File: src/rtl/bsg_axil_cmd_to_master_pkg.sv
// Shared definitions for the AXI4-Lite command initiator.
//   state_e      : transaction FSM states
//   RESP_*       : AXI response code constants
package bsg_axil_pkg;

    typedef enum logic [2:0] {
        IDLE,
        WADDR,
        WRESP,
        RADDR,
        RDATA,
        RESP
    } state_e;

    localparam logic [1:0] RESP_OKAY   = 2'b00;
    localparam logic [1:0] RESP_EXOKAY = 2'b01;
    localparam logic [1:0] RESP_SLVERR = 2'b10;
    localparam logic [1:0] RESP_DECERR = 2'b11;

endpackage

File: src/rtl/bsg_axil_cmd_to_master_if.sv
// AXI4-Lite bus bundle (AW, W, B, AR, R channels).
//   master : initiator view (drives valids, addresses, data, bready/rready)
//   slave  : target view (drives readies, responses, read data)
interface bsg_axil_cmd_to_master_if #(
    parameter int addr_width_p = 32,
    parameter int data_width_p = 32
);
    logic [addr_width_p-1:0]   awaddr;
    logic [2:0]                awprot;
    logic                      awvalid;
    logic                      awready;
    logic [data_width_p-1:0]   wdata;
    logic [data_width_p/8-1:0] wstrb;
    logic                      wvalid;
    logic                      wready;
    logic [1:0]                bresp;
    logic                      bvalid;
    logic                      bready;
    logic [addr_width_p-1:0]   araddr;
    logic [2:0]                arprot;
    logic                      arvalid;
    logic                      arready;
    logic [data_width_p-1:0]   rdata;
    logic [1:0]                rresp;
    logic                      rvalid;
    logic                      rready;

    modport master (
        output awaddr, awprot, awvalid, wdata, wstrb, wvalid, bready,
               araddr, arprot, arvalid, rready,
        input  awready, wready, bresp, bvalid, arready, rdata, rresp, rvalid
    );

    modport slave (
        input  awaddr, awprot, awvalid, wdata, wstrb, wvalid, bready,
               araddr, arprot, arvalid, rready,
        output awready, wready, bresp, bvalid, arready, rdata, rresp, rvalid
    );
endinterface

File: src/rtl/bsg_axil_lat_counter.sv
// Saturating up-counter with synchronous clear.
//   clear_i : restart from 0 (an increment in the same cycle still applies)
//   inc_i   : add one unless already at all-ones
//   count_o : current count
module bsg_axil_lat_counter #(
    parameter int width_p = 16
) (
    input  logic               aclk_i,
    input  logic               aresetn_i,
    input  logic               clear_i,
    input  logic               inc_i,
    output logic [width_p-1:0] count_o
);
    logic [width_p-1:0] cnt_q, cnt_d, base;

    always_comb begin
        base  = clear_i ? '0 : cnt_q;
        cnt_d = base;
        if (inc_i && (base != '1))
            cnt_d = base + width_p'(1);
    end

    always_ff @(posedge aclk_i or negedge aresetn_i) begin
        if (!aresetn_i) cnt_q <= '0;
        else            cnt_q <= cnt_d;
    end

    assign count_o = cnt_q;
endmodule

File: src/rtl/bsg_axil_cmd_to_master.sv
// AXI4-Lite initiator: turns single-beat read/write commands into AXI-Lite
// master traffic, one transaction in flight, and returns one response per
// command with the response code, read data and round-trip latency.
//   cmd_*   : command in (valid/ready)
//   resp_*  : response out (valid/ready), lat = cycles accept..B/R handshake
//   m_axil  : AXI-Lite master port
module bsg_axil_cmd_to_master
    import bsg_axil_pkg::*;
#(
    parameter int          addr_width_p = 32,
    parameter int          data_width_p = 32,
    parameter int          lat_width_p  = 16,
    parameter logic [2:0]  prot_p       = 3'b000
) (
    input  logic                      aclk_i,
    input  logic                      aresetn_i,

    input  logic                      cmd_v_i,
    input  logic                      cmd_w_i,
    input  logic [addr_width_p-1:0]   cmd_addr_i,
    input  logic [data_width_p-1:0]   cmd_data_i,
    input  logic [data_width_p/8-1:0] cmd_strb_i,
    output logic                      cmd_ready_and_o,

    output logic                      resp_v_o,
    output logic                      resp_w_o,
    output logic [data_width_p-1:0]   resp_data_o,
    output logic [1:0]                resp_code_o,
    output logic [lat_width_p-1:0]    resp_lat_o,
    input  logic                      resp_ready_and_i,

    bsg_axil_cmd_to_master_if.master  m_axil
);
    localparam int strb_width_lp = data_width_p / 8;

    state_e                    state_q, state_d;
    logic                      aw_done_q, aw_done_d;
    logic                      w_done_q, w_done_d;
    logic [addr_width_p-1:0]   addr_q, addr_d;
    logic [data_width_p-1:0]   data_q, data_d;
    logic [strb_width_lp-1:0]  strb_q, strb_d;
    logic                      resp_w_q, resp_w_d;
    logic [data_width_p-1:0]   resp_data_q, resp_data_d;
    logic [1:0]                resp_code_q, resp_code_d;

    logic accept, busy;

    // Ready is gated by reset so nothing is accepted while reset is held.
    assign cmd_ready_and_o = (state_q == IDLE) && aresetn_i;
    assign accept          = cmd_v_i && cmd_ready_and_o;
    assign busy            = (state_q == WADDR) || (state_q == WRESP)
                          || (state_q == RADDR) || (state_q == RDATA);

    assign m_axil.awaddr  = addr_q;
    assign m_axil.awprot  = prot_p;
    assign m_axil.awvalid = (state_q == WADDR) && !aw_done_q;
    assign m_axil.wdata   = data_q;
    assign m_axil.wstrb   = strb_q;
    assign m_axil.wvalid  = (state_q == WADDR) && !w_done_q;
    assign m_axil.bready  = (state_q == WRESP);
    assign m_axil.araddr  = addr_q;
    assign m_axil.arprot  = prot_p;
    assign m_axil.arvalid = (state_q == RADDR);
    assign m_axil.rready  = (state_q == RDATA);

    assign resp_v_o    = (state_q == RESP);
    assign resp_w_o    = resp_w_q;
    assign resp_data_o = resp_data_q;
    assign resp_code_o = resp_code_q;

    always_comb begin
        state_d     = state_q;
        aw_done_d   = aw_done_q;
        w_done_d    = w_done_q;
        addr_d      = addr_q;
        data_d      = data_q;
        strb_d      = strb_q;
        resp_w_d    = resp_w_q;
        resp_data_d = resp_data_q;
        resp_code_d = resp_code_q;

        case (state_q)
            IDLE: begin
                if (accept) begin
                    addr_d    = cmd_addr_i;
                    data_d    = cmd_data_i;
                    strb_d    = cmd_strb_i;
                    resp_w_d  = cmd_w_i;
                    aw_done_d = 1'b0;
                    w_done_d  = 1'b0;
                    state_d   = cmd_w_i ? WADDR : RADDR;
                end
            end
            WADDR: begin
                // AW and W complete independently, possibly in the same cycle.
                aw_done_d = aw_done_q || (m_axil.awvalid && m_axil.awready);
                w_done_d  = w_done_q  || (m_axil.wvalid  && m_axil.wready);
                if (aw_done_d && w_done_d)
                    state_d = WRESP;
            end
            WRESP: begin
                if (m_axil.bvalid) begin
                    resp_code_d = m_axil.bresp;
                    resp_data_d = '0;
                    state_d     = RESP;
                end
            end
            RADDR: begin
                if (m_axil.arready)
                    state_d = RDATA;
            end
            RDATA: begin
                if (m_axil.rvalid) begin
                    resp_code_d = m_axil.rresp;
                    resp_data_d = m_axil.rdata;
                    state_d     = RESP;
                end
            end
            RESP: begin
                if (resp_ready_and_i)
                    state_d = IDLE;
            end
            default: state_d = IDLE;
        endcase
    end

    always_ff @(posedge aclk_i or negedge aresetn_i) begin
        if (!aresetn_i) begin
            state_q     <= IDLE;
            aw_done_q   <= 1'b0;
            w_done_q    <= 1'b0;
            addr_q      <= '0;
            data_q      <= '0;
            strb_q      <= '0;
            resp_w_q    <= 1'b0;
            resp_data_q <= '0;
            resp_code_q <= '0;
        end else begin
            state_q     <= state_d;
            aw_done_q   <= aw_done_d;
            w_done_q    <= w_done_d;
            addr_q      <= addr_d;
            data_q      <= data_d;
            strb_q      <= strb_d;
            resp_w_q    <= resp_w_d;
            resp_data_q <= resp_data_d;
            resp_code_q <= resp_code_d;
        end
    end

    // The accept cycle counts as the first cycle, so clear and increment
    // together; the count then stops once the B/R handshake moves us to RESP.
    bsg_axil_lat_counter #(.width_p(lat_width_p)) u_lat (
        .aclk_i    (aclk_i),
        .aresetn_i (aresetn_i),
        .clear_i   (accept),
        .inc_i     (accept || busy),
        .count_o   (resp_lat_o)
    );
endmodule
File: src/flat_wrapper.sv
// flat-port wrapper written by rule: the top's interface ports become plain ports
module bsg_axil_cmd_to_master_flat import bsg_axil_pkg::*;
#(
    parameter int          addr_width_p = 32,
    parameter int          data_width_p = 32,
    parameter int          lat_width_p  = 16,
    parameter logic [2:0]  prot_p       = 3'b000
)
  (aclk_i, aresetn_i, cmd_v_i, cmd_w_i, cmd_addr_i, cmd_data_i, cmd_strb_i, cmd_ready_and_o, resp_v_o, resp_w_o, resp_data_o, resp_code_o, resp_lat_o, resp_ready_and_i, m_axil_awaddr, m_axil_awprot, m_axil_awvalid, m_axil_wdata, m_axil_wstrb, m_axil_wvalid, m_axil_bready, m_axil_araddr, m_axil_arprot, m_axil_arvalid, m_axil_rready, m_axil_awready, m_axil_wready, m_axil_bresp, m_axil_bvalid, m_axil_arready, m_axil_rdata, m_axil_rresp, m_axil_rvalid);
  bsg_axil_cmd_to_master_if #(.addr_width_p(addr_width_p), .data_width_p(data_width_p)) m_axil_i ();
  input  logic aclk_i;
  input  logic aresetn_i;
  input  logic cmd_v_i;
  input  logic cmd_w_i;
  input  logic [addr_width_p-1:0] cmd_addr_i;
  input  logic [data_width_p-1:0] cmd_data_i;
  input  logic [data_width_p/8-1:0] cmd_strb_i;
  output logic cmd_ready_and_o;
  output logic resp_v_o;
  output logic resp_w_o;
  output logic [data_width_p-1:0] resp_data_o;
  output logic [1:0] resp_code_o;
  output logic [lat_width_p-1:0] resp_lat_o;
  input  logic resp_ready_and_i;
  output wire logic [$bits(m_axil_i.awaddr)-1:0] m_axil_awaddr;
  output wire logic [$bits(m_axil_i.awprot)-1:0] m_axil_awprot;
  output wire logic [$bits(m_axil_i.awvalid)-1:0] m_axil_awvalid;
  output wire logic [$bits(m_axil_i.wdata)-1:0] m_axil_wdata;
  output wire logic [$bits(m_axil_i.wstrb)-1:0] m_axil_wstrb;
  output wire logic [$bits(m_axil_i.wvalid)-1:0] m_axil_wvalid;
  output wire logic [$bits(m_axil_i.bready)-1:0] m_axil_bready;
  output wire logic [$bits(m_axil_i.araddr)-1:0] m_axil_araddr;
  output wire logic [$bits(m_axil_i.arprot)-1:0] m_axil_arprot;
  output wire logic [$bits(m_axil_i.arvalid)-1:0] m_axil_arvalid;
  output wire logic [$bits(m_axil_i.rready)-1:0] m_axil_rready;
  input wire logic [$bits(m_axil_i.awready)-1:0] m_axil_awready;
  input wire logic [$bits(m_axil_i.wready)-1:0] m_axil_wready;
  input wire logic [$bits(m_axil_i.bresp)-1:0] m_axil_bresp;
  input wire logic [$bits(m_axil_i.bvalid)-1:0] m_axil_bvalid;
  input wire logic [$bits(m_axil_i.arready)-1:0] m_axil_arready;
  input wire logic [$bits(m_axil_i.rdata)-1:0] m_axil_rdata;
  input wire logic [$bits(m_axil_i.rresp)-1:0] m_axil_rresp;
  input wire logic [$bits(m_axil_i.rvalid)-1:0] m_axil_rvalid;
  assign m_axil_awaddr = m_axil_i.awaddr;
  assign m_axil_awprot = m_axil_i.awprot;
  assign m_axil_awvalid = m_axil_i.awvalid;
  assign m_axil_wdata = m_axil_i.wdata;
  assign m_axil_wstrb = m_axil_i.wstrb;
  assign m_axil_wvalid = m_axil_i.wvalid;
  assign m_axil_bready = m_axil_i.bready;
  assign m_axil_araddr = m_axil_i.araddr;
  assign m_axil_arprot = m_axil_i.arprot;
  assign m_axil_arvalid = m_axil_i.arvalid;
  assign m_axil_rready = m_axil_i.rready;
  assign m_axil_i.awready = m_axil_awready;
  assign m_axil_i.wready = m_axil_wready;
  assign m_axil_i.bresp = m_axil_bresp;
  assign m_axil_i.bvalid = m_axil_bvalid;
  assign m_axil_i.arready = m_axil_arready;
  assign m_axil_i.rdata = m_axil_rdata;
  assign m_axil_i.rresp = m_axil_rresp;
  assign m_axil_i.rvalid = m_axil_rvalid;
  bsg_axil_cmd_to_master #(.addr_width_p(addr_width_p), .data_width_p(data_width_p), .lat_width_p(lat_width_p), .prot_p(prot_p)) u_core (.aclk_i(aclk_i), .aresetn_i(aresetn_i), .cmd_v_i(cmd_v_i), .cmd_w_i(cmd_w_i), .cmd_addr_i(cmd_addr_i), .cmd_data_i(cmd_data_i), .cmd_strb_i(cmd_strb_i), .cmd_ready_and_o(cmd_ready_and_o), .resp_v_o(resp_v_o), .resp_w_o(resp_w_o), .resp_data_o(resp_data_o), .resp_code_o(resp_code_o), .resp_lat_o(resp_lat_o), .resp_ready_and_i(resp_ready_and_i), .m_axil(m_axil_i));
endmodule
File: config.mk
export PLATFORM = sky130hd
export DESIGN_NAME = bsg_axil_cmd_to_master_flat
export DESIGN_NICKNAME = d
export VERILOG_FILES = /design/src/rtl/bsg_axil_cmd_to_master_pkg.sv /design/src/rtl/bsg_axil_cmd_to_master_if.sv /design/src/rtl/bsg_axil_lat_counter.sv /design/src/rtl/bsg_axil_cmd_to_master.sv /design/src/flat_wrapper.sv
export SDC_FILE = /design/constraint.sdc
export NUM_CORES = 1
export LEC_CHECK = 0
export BUFFER_PORTS_ARGS = -buffer_cell sky130_fd_sc_hd__buf_4
export CAP_MARGIN = 20
export CORE_MARGIN = 2
export CORE_UTILIZATION = 46
export DETAILED_ROUTE_END_ITERATION = 12
export GPL_TIMING_DRIVEN = 0
export PLACE_DENSITY = 0.81
export SYNTH_ARGS = -nofsm -noshare
export SYNTH_HDL_FRONTEND = slang
export SYNTH_SLANG_ARGS = --single-unit
File: constraint.sdc
create_clock -name aclk_i -period 3.4 [get_ports aclk_i]
set_clock_uncertainty 0.05 [all_clocks]
set_input_delay 0.17 -clock aclk_i [delete_from_list [all_inputs] [get_ports aclk_i]]
set_output_delay 0.17 -clock aclk_i [all_outputs]
set_load 0.05 [all_outputs]
; Yosys cells after proc, flatten, opt, wreduce, memory -nomap -nowiden
; Cells that the tools add are included.
[totals]
reg_bits = 124
latch_bits = 0
mem_bits_rw = 0
rom_bits = 0
inputBits = 114
elab_cells = 65
memories = 0
[classes]
addsub = 1
mul = 0
div_mod_pow = 0
n_lt_le_gt_ge = 0
n_eq_ne = 12
shifts = 0
n_mux = 19
bitwise = 0
n_reduce_logical = 23
[op_table]
columns = cell, count
row1 = 32-bit two-way mux, 2
row2 = 32-bit one-hot mux with 2 select lines, 1
row3 = 16-bit two-way mux, 2
row4 = 3-bit two-way mux, 6
row5 = 3-bit one-hot mux with 6 select lines, 1
row6 = "16-bit by 1-bit adder with 16-bit output, second input constant", 1
row7 = "16-bit != test, second input constant", 1
row8 = "2-bit by 1-bit != test with 1-bit output, second input constant", 5
row9 = 1-bit logical AND, 8
row10 = "3-bit by 2-bit == test with 1-bit output, second input constant", 2
row11 = "3-bit == test, second input constant", 2
row12 = 1-bit logical OR, 6
row13 = 2-bit two-way mux, 3
row14 = 6-bit AND reduction, 1
row15 = 1-bit one-hot mux with 2 select lines, 2
row16 = 2-bit one-hot mux with 2 select lines, 1
row17 = 2-bit AND reduction, 2
row18 = 2-bit nonzero test, 2
row19 = "3-bit by 1-bit == test with 1-bit output, second input constant", 1
row20 = 3-bit zero test, 1
row21 = 3-bit AND reduction, 1
row22 = 1-bit zero test, 2
row23 = "2-bit != test, second input constant", 1
row24 = 1-bit two-way mux, 1

; Logic depth before layout (Yosys ltp)
[logic_depth]
word_depth = 7
ltp_mapped = 11

; Hierarchy
; From an unflattened synthesis, not the netlist that was laid out.
[hier_totals]
hier_cells = 399
hier_area_um2 = 5784.3
[by_module_without_submodules]
columns = mod, instances, cells_per_inst, area_each_um2, seq_area_each_um2
row1 = bsg_axil_cmd_to_master, 1, 314, 4860.9, 2702.6
row2 = bsg_axil_lat_counter, 1, 85, 923.4, 400.4

; Least setup slack after synthesis
; No wires, ideal clock.
[synth_path]
path_kind = reg2reg
from = register u_core.state_q[1]
to = register u_core.u_lat.cnt_q[4], in the netlist u_core.u_lat.count_o[4]
setup_time_ns = 0.067
arrival_time_ns = 3.319
required_time_ns = 3.283
setup_slack_ns = -0.036
path_stages_with_launch = 12
n_path_buf = 3
synth_period_minus_slack_ns = 3.436
cell_sequence = dfrtp_1 buf_2 nor4b_2 nand2_1 clkbuf_1 and2_1 ha_1 nand3_1 nor4_1 clkbuf_1 or4_1 nand2_1
[synth_between]
elab_chain_cells = 7
elab_cells_between_ends = 16
[synth_lines]
columns = element, line
row1 = start: declaration, bsg_axil_cmd_to_master.sv:36  ; state_e state_q, state_d;
row2 = start signal: assignment, bsg_axil_cmd_to_master.sv:139  ; state_q <= state_d;
row3 = 3-bit zero test (*), bsg_axil_cmd_to_master.sv:49  ; assign cmd_ready_and_o = (state_q == IDLE) && aresetn_i;
row4 = 1-bit logical AND (*), bsg_axil_cmd_to_master.sv:49
row5 = net cmd_ready_and_o, flat_wrapper.sv:18  ; output logic cmd_ready_and_o;
row6 = 1-bit logical AND (*), bsg_axil_cmd_to_master.sv:50  ; assign accept = cmd_v_i && cmd_ready_and_o;
row7 = "parallel branches: the longest is 3 deep, another holds 16-bit by 1-bit adder with 16-bit output", --
row8 = 16-bit two-way mux (*), bsg_axil_lat_counter.sv:19  ; if (inc_i && (base != '1))
row9 = net u_core.u_lat.cnt_d[4], bsg_axil_lat_counter.sv:14  ; logic [width_p-1:0] cnt_q, cnt_d, base;
row10 = end signal: assignment, bsg_axil_lat_counter.sv:25  ; else cnt_q <= cnt_d;
row11 = end: declaration, bsg_axil_lat_counter.sv:14
; Mark *: on every way through the listed nets, which the timed path passes.
; A chain may end at the register's enable or synchronous reset.

; Worst setup path after layout
[layout_path]
from = input port aresetn_i
to = register u_core.u_lat.cnt_q[5], in the netlist u_core.u_lat.count_o[5]
[layout_between]
elab_chain_cells = 6
elab_cells_between_ends = 8
[layout_lines]
columns = element, line
row1 = start: declaration, flat_wrapper.sv:12  ; input logic aresetn_i;
row2 = 1-bit logical AND (*), bsg_axil_cmd_to_master.sv:49
row3 = 1-bit logical AND (*), bsg_axil_cmd_to_master.sv:50
row4 = "parallel branches: the longest is 3 deep, another holds 16-bit by 1-bit adder with 16-bit output", --
row5 = 16-bit two-way mux (*), bsg_axil_lat_counter.sv:19
row6 = net u_core.u_lat.cnt_d[5], bsg_axil_lat_counter.sv:14
; Marked as above.

==> impl_summary.log <==
INFO  metric dieWidth = 112.7 microns
INFO  metric synthDistinctLibCells = 49
INFO  metric grt.busiest_layer = met2
INFO  metric final_layout_size_suffix_gt1_frac = 0.3672
INFO  metric layout-area-overhead-vs-synth = 73.65%
INFO  metric setup-violations-final = 0
INFO  metric slowest_delay = 540 ps
INFO  metric start_util = 0.4741
INFO  metric grt_pass1_vias = 6008
INFO  metric num_io_pins = 278
INFO  metric period_minus_slack = 3166 ps
INFO  metric max-cap-violations = 0
INFO  metric register_area_share_after_synthesis = 0.5708
INFO  metric wl_per_cell = 18.19 microns
INFO  metric crit_arrival = 3460 ps
INFO  metric grt_util_met3 = 0.07392
INFO  metric finalWirelength = 20.34 mm
INFO  metric placed_wire_length_estimate = 12.23 mm
INFO  metric holdWs = 22.23 ps
INFO  metric clock_insertion_delay_worst_skew = 400 ps
INFO  metric final_max_slew_viol_count = 0
INFO  metric mappedNetlistArea = between 0.005 and 0.006 sq mm
INFO  metric ctsRootBufferMaster = clkbuf_16
INFO  metric preCtsSetupSlack = -178.4 ps
INFO  metric timing.max_slew.rel_slack = 0.6333
INFO  metric avgViaCountPerCell = 5.246
INFO  metric final_min_period_over_clock_period = 0.9311
INFO  metric insertedDiodeCount = 0
INFO  metric tritoncts_clock_tree = built
INFO  metric clk_path_buf_depth = 2
INFO  metric totalPowerFinal = approximately 11 mW
INFO  metric syn_area_per_cell = 9.708 sq um
INFO  metric dominantRegCellSynth = dfrtp_1
INFO  metric postSynth.asyncResetShare = 1.000
INFO  metric finalCoreUtilization = 0.8232
INFO  metric worst-slew-pin-transition = 546.4 ps
INFO  metric setup_repair_after_global_routing_missed_its_margin = no
INFO  metric grtUsageMet2 = 0.5529
INFO  metric drt_iter0_drc = approximately 620
INFO  metric cellLeakagePower = 4.990 nW
INFO  metric yosys_register_bits = between 100 and 150
INFO  metric path_clk_slew = 50 ps
INFO  metric numClockSinks = roughly 120
INFO  metric clock.fmax = 315.9 MHz
INFO  metric grt_start_max_net_pins = between 60 and 70
INFO  metric grt_use_total = 0.3168
INFO  metric critical_path.endpoint_type = flop
INFO  metric dieArea = 0.01270 sq mm
INFO  metric data_required_time_at_the_worst_endpoint = 3690 ps
INFO  metric gp_congestion = 0.8284
INFO  metric critPathBufInv = 5
INFO  metric power.density = 1131 mW/mm^2
INFO  metric timing.final.hold_violations = 0
INFO  metric cts_made_buffers = 17
INFO  metric crit_family = simple AND/OR/NAND/NOR gates
INFO  metric htree_num_levels = 4
INFO  metric fillerInstances = ~610
INFO  metric grt.met1_usage = 0.3753
INFO  metric worst-setup-path-type = in2reg
INFO  metric setup.worst_path.start_class = input pin
INFO  metric crit_path_max_delay_cell_type = dlygate4sd3_1
INFO  metric worstPathCellList = dlygate4sd3_1, buf_6, buf_16, nor4b_4, nand2_1, clkbuf_2, and2_1, ha_1, nand3_1, nor4_1, clkbuf_1, or4_1, nand2_1
INFO  metric critical-path-top-cell-by-count = nand2_1
INFO  metric grt_pass1_wl = 31.69 mm
INFO  metric drt_pre_antenna_iters = 6
INFO  metric status = finished clean
INFO  metric num_vias = around 5900
INFO  metric core_region_area = 0.01147 sq mm
INFO  metric hp-class = in2reg
INFO  metric final_antenna_violating_net_count = 0
INFO  metric path_max_fanout = 63
INFO  metric grt_overflow = 0
INFO  metric row_count = 39
INFO  metric die-height = 112.7 microns
INFO  metric syn-instance-count = 560
INFO  metric numPortBuffers = 271
INFO  metric num-nets-final = 1077
INFO  metric grt_antenna_before_repair = 0
INFO  metric yosys_warning_count = 0
INFO  metric irDropWorstVdd = around 1.0 mV
INFO  metric synth-edff-count = 0
INFO  metric finalWorstSetupSlack = 234.4 ps
INFO  metric post-route-drc-count = 0
-- sequential cells by signal (all words and copies together), names as in the netlist, 2 cells and up --
signal                cells
u_core.resp_code_o        2
u_core.m_axil.araddr     32
u_core.resp_data_o       32
u_core.m_axil.wdata      32
u_core.m_axil.wstrb       4
u_core.state_q            3
u_core.u_lat.count_o     16
-- cells in the mapped netlist, types with 2 or more instances --
master	instances	area (sq um)
a2111oi_4	2	55.05
a21oi_1	13	65.06
a22o_1	32	280.3
and2_1	4	25.02
and3_1	4	25.02
and4_1	3	26.28
buf_2	9	45.04
buf_4	38	285.3
clkbuf_1	22	82.58
dfrtp_1	124	3103
inv_1	5	18.77
mux2_2	2	22.52
mux2i_1	2	20.02
nand2_1	220	825.8
nand2b_1	2	12.51
nand3_1	6	30.03
nand3b_1	3	22.52
nand4_1	7	43.79
nor2_1	6	22.52
nor3b_1	2	15.01
nor4_1	3	18.77
o211a_1	2	20.02
o211ai_1	5	37.54
o21a_1	2	15.01
o21ai_0	3	15.01
o21bai_1	2	15.01
o22ai_1	2	12.51
o31a_1	3	26.28
o31ai_1	3	22.52
or3_1	4	25.02
or4_1	7	52.55
-- stage by stage --
step / setup TNS (ps) / instances / area, sq um
floorplan: 0 / 565 / 5464
global placement: -5539 / 979 / 7677
detailed placement: -815.1 / 980 / 7709
CTS: 0 / 1118 / 9439
global route: 0 / 1118 / 9440
finish: 0 / 1118 / 9440
-- final timing paths --
path / from / depth (start not counted) / end / slack, ps
max: aresetn_i / 13 / u_core.u_lat.count_o[5] / 230
min: m_axil_rresp[1] / 3 / u_core.resp_code_o[1] / 20
max reg2reg: u_core.state_q[2] / 10 / u_core.u_lat.count_o[5] / 470
min reg2reg: u_core.m_axil.wdata[13] / 2 / u_core.m_axil.wdata[13] / 430
max in group asynchronous: aresetn_i / 3 / u_core.resp_data_o[2] / 2730
min in group asynchronous: aresetn_i / 3 / u_core.m_axil.araddr[25] / 270
-- repair_timing --
action | 4_1_cts | 5_1_grt
endpoints found under the hold margin | 168 | 0
resized for setup | 0 | 2
hold buffers | 106 | 0
setup buffers | 0 | 0
endpoints found under the setup margin | 0 | 7
-- cell type report --
cell class,instances,area (sq um),area share
repair buffers,378,3144,0.3331
flip-flops and latches,124,3103,0.3287
multi-input cells,367,1929,0.2044
clock buffers,20,466.7,0.04944
plain buffers,69,414.1,0.04387
clock inverters,12,185.2,0.01962
well taps,143,178.9,0.01895
inverters,5,18.77,0.001988
-- placed cells by master, fill, tap and decap left out, types with 5 or more instances in the layout --
cell type      instances
nor2_1                 6
a21oi_1               13
dlygate4sd3_1        105
nand2_1              220
conb_1                 6
nand4_1                7
inv_1                  5
o211ai_1               5
buf_2                  9
clkbuf_16             17
buf_4                308
or4_1                  7
a22o_1                32
dfrtp_1              124
clkbuf_1              21
nand3_1                6
-- kinds of logic (layout without fill, tap and decap cells) --
group / Yosys count / after routing / share of synthesized area
compound gates: 78 / 78 / 0.1171
simple gates: 276 / 276 / 0.2186
buf+inv: 74 / 484 / 0.07940
flops: 124 / 124 / 0.5708
xor+xnor: 2 / 2 / 0.003223
other cells: 1 / 6 / 0.0006898
fa+ha+maj: 1 / 1 / 0.002301
mux: 4 / 4 / 0.007825
-- power by group --
part | switching (mW) | internal, mW
sequential | 0.512 | 2.11
clock | 0.679 | 1.29
combinational | 4.20 | 1.88
total | 5.39 | 5.29
-- tightest hold or removal path: stages --
cell     delay, ps
buf_4           90
mux2i_1         50
o21ai_0        130
-- routing by layer --
| layer | share of wire | vias to the layer above |
|---|---|---|
| met3 | 0.073 | 57 |
| met2 | 0.51 | 337 |
| li1 | - | 2647 |
| met5 | 0 | - |
| met1 | 0.38 | 2824 |
| met4 | 0.036 | 0 |
No activity file was read; power rests on OpenSTA's default activity.
